File: config.mk
export PLATFORM = sky130hd
export DESIGN_NAME = clic_vector
export DESIGN_NICKNAME = d
export VERILOG_FILES = /design/src/rtl/clic_vector.sv
export SDC_FILE = /design/constraint.sdc
export NUM_CORES = 1
export LEC_CHECK = 0
export ABC_AREA = 1
export ABC_CLOCK_PERIOD_IN_PS = 2200
export BUFFER_PORTS_ARGS = -buffer_cell sky130_fd_sc_hd__buf_2
export CAP_MARGIN = 15
export CORE_AREA = 2 2 98 100
export CTS_BUF_LIST = sky130_fd_sc_hd__clkbuf_8 sky130_fd_sc_hd__clkbuf_16
export DETAILED_ROUTE_END_ITERATION = 10
export DIE_AREA = 0 0 100 102
export HOLD_SLACK_MARGIN = 0.05
export PLACE_DENSITY = 0.79
export SYNTH_ARGS = -nofsm -noshare
export SYNTH_HDL_FRONTEND = slang
export SYNTH_SLANG_ARGS = --single-unit
File: constraint.sdc
create_clock -name clock -period 2.2 [get_ports clock]
set_clock_uncertainty 0.1 [all_clocks]
set_input_delay 0.22 -clock clock [delete_from_list [all_inputs] [get_ports clock]]
set_output_delay 0.22 -clock clock [all_outputs]
set_load 0.05 [all_outputs]
File: src/rtl/clic_vector.sv
// clic_vector: fetches the handler address for a selective-hardware-vectored
// CLIC interrupt by reading word clic_meid of the vector table at mtvt over
// the shared memory bus, then presents it to the core until acknowledged.
// Optional feature macro: CLIC_VECTOR_TIMEOUT_EN bounds WAIT/DRAIN by
// timeout_cycles and reports an abandoned fetch through vec_error.
`timescale 1ns/1ps
module clic_vector #(
  parameter int unsigned timeout_cycles = 255
) (
  input  logic        clock,
  input  logic        reset,
  input  logic        clic_meip,
  input  logic [11:0] clic_meid,
  input  logic [31:0] mtvt,
  input  logic        vec_req,
  input  logic        vec_kill,
  input  logic        vec_ack,
  output logic        vec_valid,
  output logic [31:0] vec_addr,
  output logic [11:0] vec_id,
  output logic        vec_error,
  output logic        vec_busy,
  output logic        mem_valid,
  output logic        mem_instr,
  output logic [31:0] mem_addr,
  output logic [31:0] mem_wdata,
  output logic [3:0]  mem_wstrb,
  input  logic [31:0] mem_rdata,
  input  logic        mem_ready
);

  typedef enum logic [2:0] {
    S_IDLE,
    S_ISSUE,
    S_WAIT,
    S_DRAIN,
    S_DONE
  } state_t;

  state_t      r_state;
  logic [31:0] r_vec_addr;
  logic [11:0] r_vec_id;
  logic [31:0] r_mem_addr;
  logic [31:0] w_fetch_addr;
  logic        w_accept;
  logic        w_unused;

  generate
    if (timeout_cycles < 1 || timeout_cycles > 255) begin : g_bad_timeout
      $error("clic_vector: timeout_cycles must be within 1..255");
    end
  endgenerate

  // Table base is 64-byte aligned; each entry is one 32-bit word.
  assign w_fetch_addr = {mtvt[31:6], 6'b0} + {18'b0, clic_meid, 2'b00};
  assign w_accept     = vec_req && clic_meip && !vec_kill;
  assign w_unused     = ^{mtvt[5:0], mem_rdata[0]};

  assign vec_valid = (r_state == S_DONE);
  assign vec_busy  = (r_state != S_IDLE);
  assign mem_valid = (r_state == S_ISSUE);
  assign vec_addr  = r_vec_addr;
  assign vec_id    = r_vec_id;
  assign mem_addr  = r_mem_addr;
  assign mem_instr = 1'b0;
  assign mem_wdata = '0;
  assign mem_wstrb = '0;

`ifdef CLIC_VECTOR_TIMEOUT_EN
  localparam logic [7:0] TMO_LAST = 8'(timeout_cycles - 32'd1);

  logic [7:0] r_cnt;
  logic       r_vec_error;

  assign vec_error = r_vec_error;

  // Fetch sequencer with bounded WAIT/DRAIN.
  always_ff @(posedge clock) begin
    if (reset) begin
      r_state     <= S_IDLE;
      r_vec_addr  <= '0;
      r_vec_id    <= '0;
      r_mem_addr  <= '0;
      r_cnt       <= '0;
      r_vec_error <= 1'b0;
    end else begin
      case (r_state)
        S_IDLE: begin
          if (w_accept) begin
            r_vec_id   <= clic_meid;
            r_mem_addr <= w_fetch_addr;
            r_state    <= S_ISSUE;
          end
        end
        S_ISSUE: begin
          r_cnt   <= '0;
          r_state <= S_WAIT;
        end
        S_WAIT: begin
          if (mem_ready) begin
            if (vec_kill) begin
              r_state <= S_IDLE;
            end else begin
              r_vec_addr  <= {mem_rdata[31:1], 1'b0};
              r_vec_error <= 1'b0;
              r_state     <= S_DONE;
            end
          end else if (vec_kill) begin
            r_cnt   <= '0;
            r_state <= S_DRAIN;
          end else if (r_cnt == TMO_LAST) begin
            r_vec_addr  <= '0;
            r_vec_error <= 1'b1;
            r_state     <= S_DONE;
          end else begin
            r_cnt <= r_cnt + 8'd1;
          end
        end
        S_DRAIN: begin
          if (mem_ready || r_cnt == TMO_LAST) begin
            r_state <= S_IDLE;
          end else begin
            r_cnt <= r_cnt + 8'd1;
          end
        end
        S_DONE: begin
          if (vec_ack || vec_kill) begin
            r_state <= S_IDLE;
          end
        end
        default: r_state <= S_IDLE;
      endcase
    end
  end
`else
  assign vec_error = 1'b0;

  // Fetch sequencer; WAIT/DRAIN wait for the bus indefinitely.
  always_ff @(posedge clock) begin
    if (reset) begin
      r_state    <= S_IDLE;
      r_vec_addr <= '0;
      r_vec_id   <= '0;
      r_mem_addr <= '0;
    end else begin
      case (r_state)
        S_IDLE: begin
          if (w_accept) begin
            r_vec_id   <= clic_meid;
            r_mem_addr <= w_fetch_addr;
            r_state    <= S_ISSUE;
          end
        end
        S_ISSUE: r_state <= S_WAIT;
        S_WAIT: begin
          if (mem_ready) begin
            if (vec_kill) begin
              r_state <= S_IDLE;
            end else begin
              r_vec_addr <= {mem_rdata[31:1], 1'b0};
              r_state    <= S_DONE;
            end
          end else if (vec_kill) begin
            r_state <= S_DRAIN;
          end
        end
        S_DRAIN: begin
          if (mem_ready) begin
            r_state <= S_IDLE;
          end
        end
        S_DONE: begin
          if (vec_ack || vec_kill) begin
            r_state <= S_IDLE;
          end
        end
        default: r_state <= S_IDLE;
      endcase
    end
  end
`endif

endmodule

==> summary by stage <==
Power
The share of total power dissipated in sequential elements is 0.409. The proportion of total power due to net switching is 0.361. The share of total power dissipated in the clock network is 0.338.

Of the total power, combinational logic draws 0.254. In this run the static leakage power is ~3.1 nW. The net switching power figure is 1.21 mW. IR analysis of the VDD net gives a maximum drop of 491 uV. Internal power comes to ~2.1 mW. The power per standard cell area is 609 nW/um^2.

Detailed routing
In the final routed layout, each cell accounts on average for 12.5 um. The total wirelength of the detailed-routed design is 11900 um. The number of search-and-repair iterations in the first detailed-routing pass is 4. The count of unresolved DRC violations after routing is 0. The total vias in the final route is 4512. The count of nets left with antenna violations once routing finished came out at 0.

The average via count per standard cell is 4.75. For this block, the initial DRC count from the detailed router was around 210.

Timing
The relative max-transition margin is 0.639. Of the available clock period, the critical path in the final layout requires 0.927. Setup slack on the critical path of the routed design comes to 160 ps. The worst hold slack across all endpoints is 81.9 ps. In the final timing run, aggregate negative setup slack is 0 ps. For this run, the top clock speed supported by timing is 490 MHz. Setup violations remaining at the end of the flow were counted as 0. The number of hold-slack violations in the final timing report is 0. The max-slew violation count is 0. The clock period minus worst slack is 2040 ps. Setup repair after global routing left no endpoint under its margin.

The worst-margin pin slew is 541 ps.

Global route
The met3 usage in global routing is 0.0431. The initial antenna violation count is 0. The met1 track demand over resource is 0.293. The maximum number of pins on one net before global-route repair is 33. The global-route wire length before repair is 19400 um. The peak-usage layer in the global routing report is met2.

The number of global-route vias before repair is 4262. After global routing the overflow that remains totals 0. The met2 track utilization from global routing is 0.398.

The total routing resource utilization after global routing is 0.237.

Yosys
The portion of synthesized cell area occupied by the leading cell type is 0.346. Ranked by total cell area, the synthesized netlist is headed by sky130_fd_sc_hd__dfxtp_1 35%, sky130_fd_sc_hd__nor2_1 14%, sky130_fd_sc_hd__nand2_1 11%. The synthesized netlist occupies a cell area of 4170 um^2. The largest total area in the synthesized netlist belongs to sky130_fd_sc_hd__dfxtp_1.

Yosys printed 0 warnings. Synthesis produced a netlist whose cell count is 646. Of the synthesized area, sequential elements account for 0.346. Counting distinct cell types in the post-synthesis netlist gives 34. In this run, synthesis produced a sequential element count of 72. The mean area per synthesized cell is approximately 6.4 um^2.

Final layout
At the end of the flow, the number of nets in the layout was 926. Summing all multi-input logic gate instances after layout gives 2160 um^2. The fill cell instance count of the final layout is about 840. The post-route core utilization is 0.603. The antenna diode instance count is 0.

The finished cells cover roughly 5500 um^2. The area occupied by registers is 1440 um^2. The synthesis-to-finish area growth is 31.9%. In the final layout, the share of cells above drive strength 1 is 0.226.

Critical path
The largest single stage delay on the critical path is 560 ps. The worst register-to-register path begins at r_state[2]$_SDFFE_PP0P_. The worst setup path is captured at a flop. The signal on the critical path passes through dlygate4sd3_1 -> buf_2 -> ha_1 -> nand2_1 -> inv_1 -> nand2_1 -> inv_1 -> nand2_1 -> nand2_1 -> nand2_1 -> nand3_1 -> nand3_1 -> nand2_1 -> inv_1. The most numerous cell type found on the critical path is sky130_fd_sc_hd__nand2_1. Tracing the worst setup path back leads to its startpoint at clic_meid[7]. The largest individual stage delay along the critical path comes from the cell sky130_fd_sc_hd__dlygate4sd3_1. The required time of the worst setup path is 2340 ps.

The category of the critical setup timing path is primary input to flop. Along the worst path, the maximum fanout reaches 5. At the worst endpoint, the arrival time is 2180 ps. The startpoint kind of the worst setup timing path is a primary input.

The register-to-register path setup slack is 540 ps.

Place
Detailed placement ended at an HPWL of 8170 um. At the placement stage, the worst setup path has a slack of 169 ps. The area after detailed placement is 4840 um^2.

The number of buffers inserted by port buffering is about 150. The final weighted congestion of routability-driven global placement is between 0.8 and 0.9.

Floorplanning
The initial utilization of the core area, before any placement, comes to 0.457. The number of placement rows is 35. The number of placed I/O pins is 200. After floorplanning, the core was sized to cover 9110 um^2. The die is 100 um wide. Measured along the y axis, the die boundary spans between 100 and 150 um. The floorplan die area is between 10000 and 15000 um^2.

Clocking
The tree is rooted in a sky130_fd_sc_hd__clkbuf_8. The clock tree from TritonCTS is built. The number of levels in the clock H-tree is 3. The clock-pin slew on the worst setup and hold paths is 90 ps. Clock tree synthesis inserted a total of 9 buffers. No sink is reached through more buffers than the 2 on the longest clock path. For this design, the sink count on the clock tree is 72.

Once the clock tree was built, the setup fixing pass inserted 0 buffers. For the worst-skew pair, the clock arrives at the later sink with an insertion delay of 340 ps.

Min path
The min-delay analysis places its worst path in the category primary input to flop. The worst hold path begins at clic_meid[5].

Status
The run finished with clean final reports.

Job
The tool flagged a number of max-cap violations equal to 0.
-- cells in the final DEF (no fill, tap or decap), drive strengths merged, types with 3 or more instances in the layout --
cell type | synthesis | layout
dlygate4sd3 | 0 | 43
nand2 | 124 | 124
clkbuf | 6 | 9
conb | 1 | 41
xor2 | 5 | 5
ha | 8 | 8
inv | 76 | 80
nand3 | 50 | 50
a21oi | 8 | 8
nor2 | 161 | 161
buf | 58 | 159
nand3b | 3 | 3
nand4 | 8 | 8
dfxtp | 72 | 72
o21ai | 54 | 54
-- layout make-up --
| class | count | share of cell area |
|---|---|---|
| clock inverters | 7 | 0.0157 |
| clock buffers | 9 | 0.0226 |
| multi-input cells | 473 | 0.393 |
| well taps | 111 | 0.0253 |
| repair buffers | 202 | 0.229 |
| flip-flops and latches | 72 | 0.262 |
| inverters | 76 | 0.0519 |
-- sequential cells by signal, summed over array words and instances (netlist names) --
signal and count:
vec_addr 31, mem_addr 26, vec_id 12, r_state 3
-- power groups by stage --
stage                     sequential (mW)  combinational [mW]  clock [mW]
final                                1.37               0.849        1.13
after global routing                 1.37               0.923        1.21
after CTS                            1.37               0.837        1.15
after detailed placement             1.40               0.776           0
after global placement               1.40               0.773           0
after floorplan                      1.54               0.492           0
-- routing by layer --
| layer | wire length [um] | share of wire |
|---|---|---|
| met2 | 5540 | 0.47 |
| met3 | 801 | 0.067 |
| met5 | 0 | 0 |
| met4 | 418 | 0.035 |
| met1 | 5110 | 0.43 |
-- Yosys cell counts, drive strengths merged --
| master | instances |
|---|---|
| a21oi | 8 |
| and2 | 1 |
| buf | 58 |
| clkbuf | 6 |
| conb | 1 |
| dfxtp | 72 |
| dlygate4sd1 | 1 |
| fa | 1 |
| ha | 8 |
| inv | 76 |
| nand2 | 124 |
| nand3 | 50 |
| nand3b | 3 |
| nand4 | 8 |
| nor2 | 161 |
| nor3 | 2 |
| nor4 | 1 |
| o211ai | 1 |
| o21ai | 54 |
| o221ai | 1 |
| o31ai | 1 |
| or2 | 2 |
| xnor2 | 1 |
| xor2 | 5 |
-- critical path, delay by kind of cell --
kind	cells	cell delay (ps)
buffers and inverters	5	870
AND/OR/NAND/NOR	8	700
adder cells (fa/ha/maj)	1	370
-- logic make-up after synthesis --
| family | synth area share |
|---|---|
| simple gates | 0.356 |
| buf+inv | 0.175 |
| flops | 0.346 |
| compound gates | 0.0802 |
| fa+ha+maj | 0.0288 |
| xor+xnor | 0.0126 |
| other cells | 0.000900 |
-- what timing repair did --
item,CTS,global route
setup endpoints to repair,0,9
hold endpoints to repair,43,0
hold buffers,43,0
resized for setup,0,4
-- per-stage QoR --
step | cells | total power [mW]
CTS | 950 | 3.36
global route | 950 | 3.51
finish | 950 | 3.35
detailed placement | 891 | 2.17
floorplan | 686 | 2.03
global placement | 891 | 2.17
-- path summary, 6_finish.rpt --
kind,depth (start not counted),to
min reg2reg,2,mem_addr[12]$_SDFFE_PP0P_
max reg2reg,6,mem_addr[9]$_SDFFE_PP0P_
max,14,mem_addr[21]$_SDFFE_PP0P_
min,3,vec_id[5]$_SDFFE_PP0P_
Note: power is estimated with default switching activity, not from simulation.
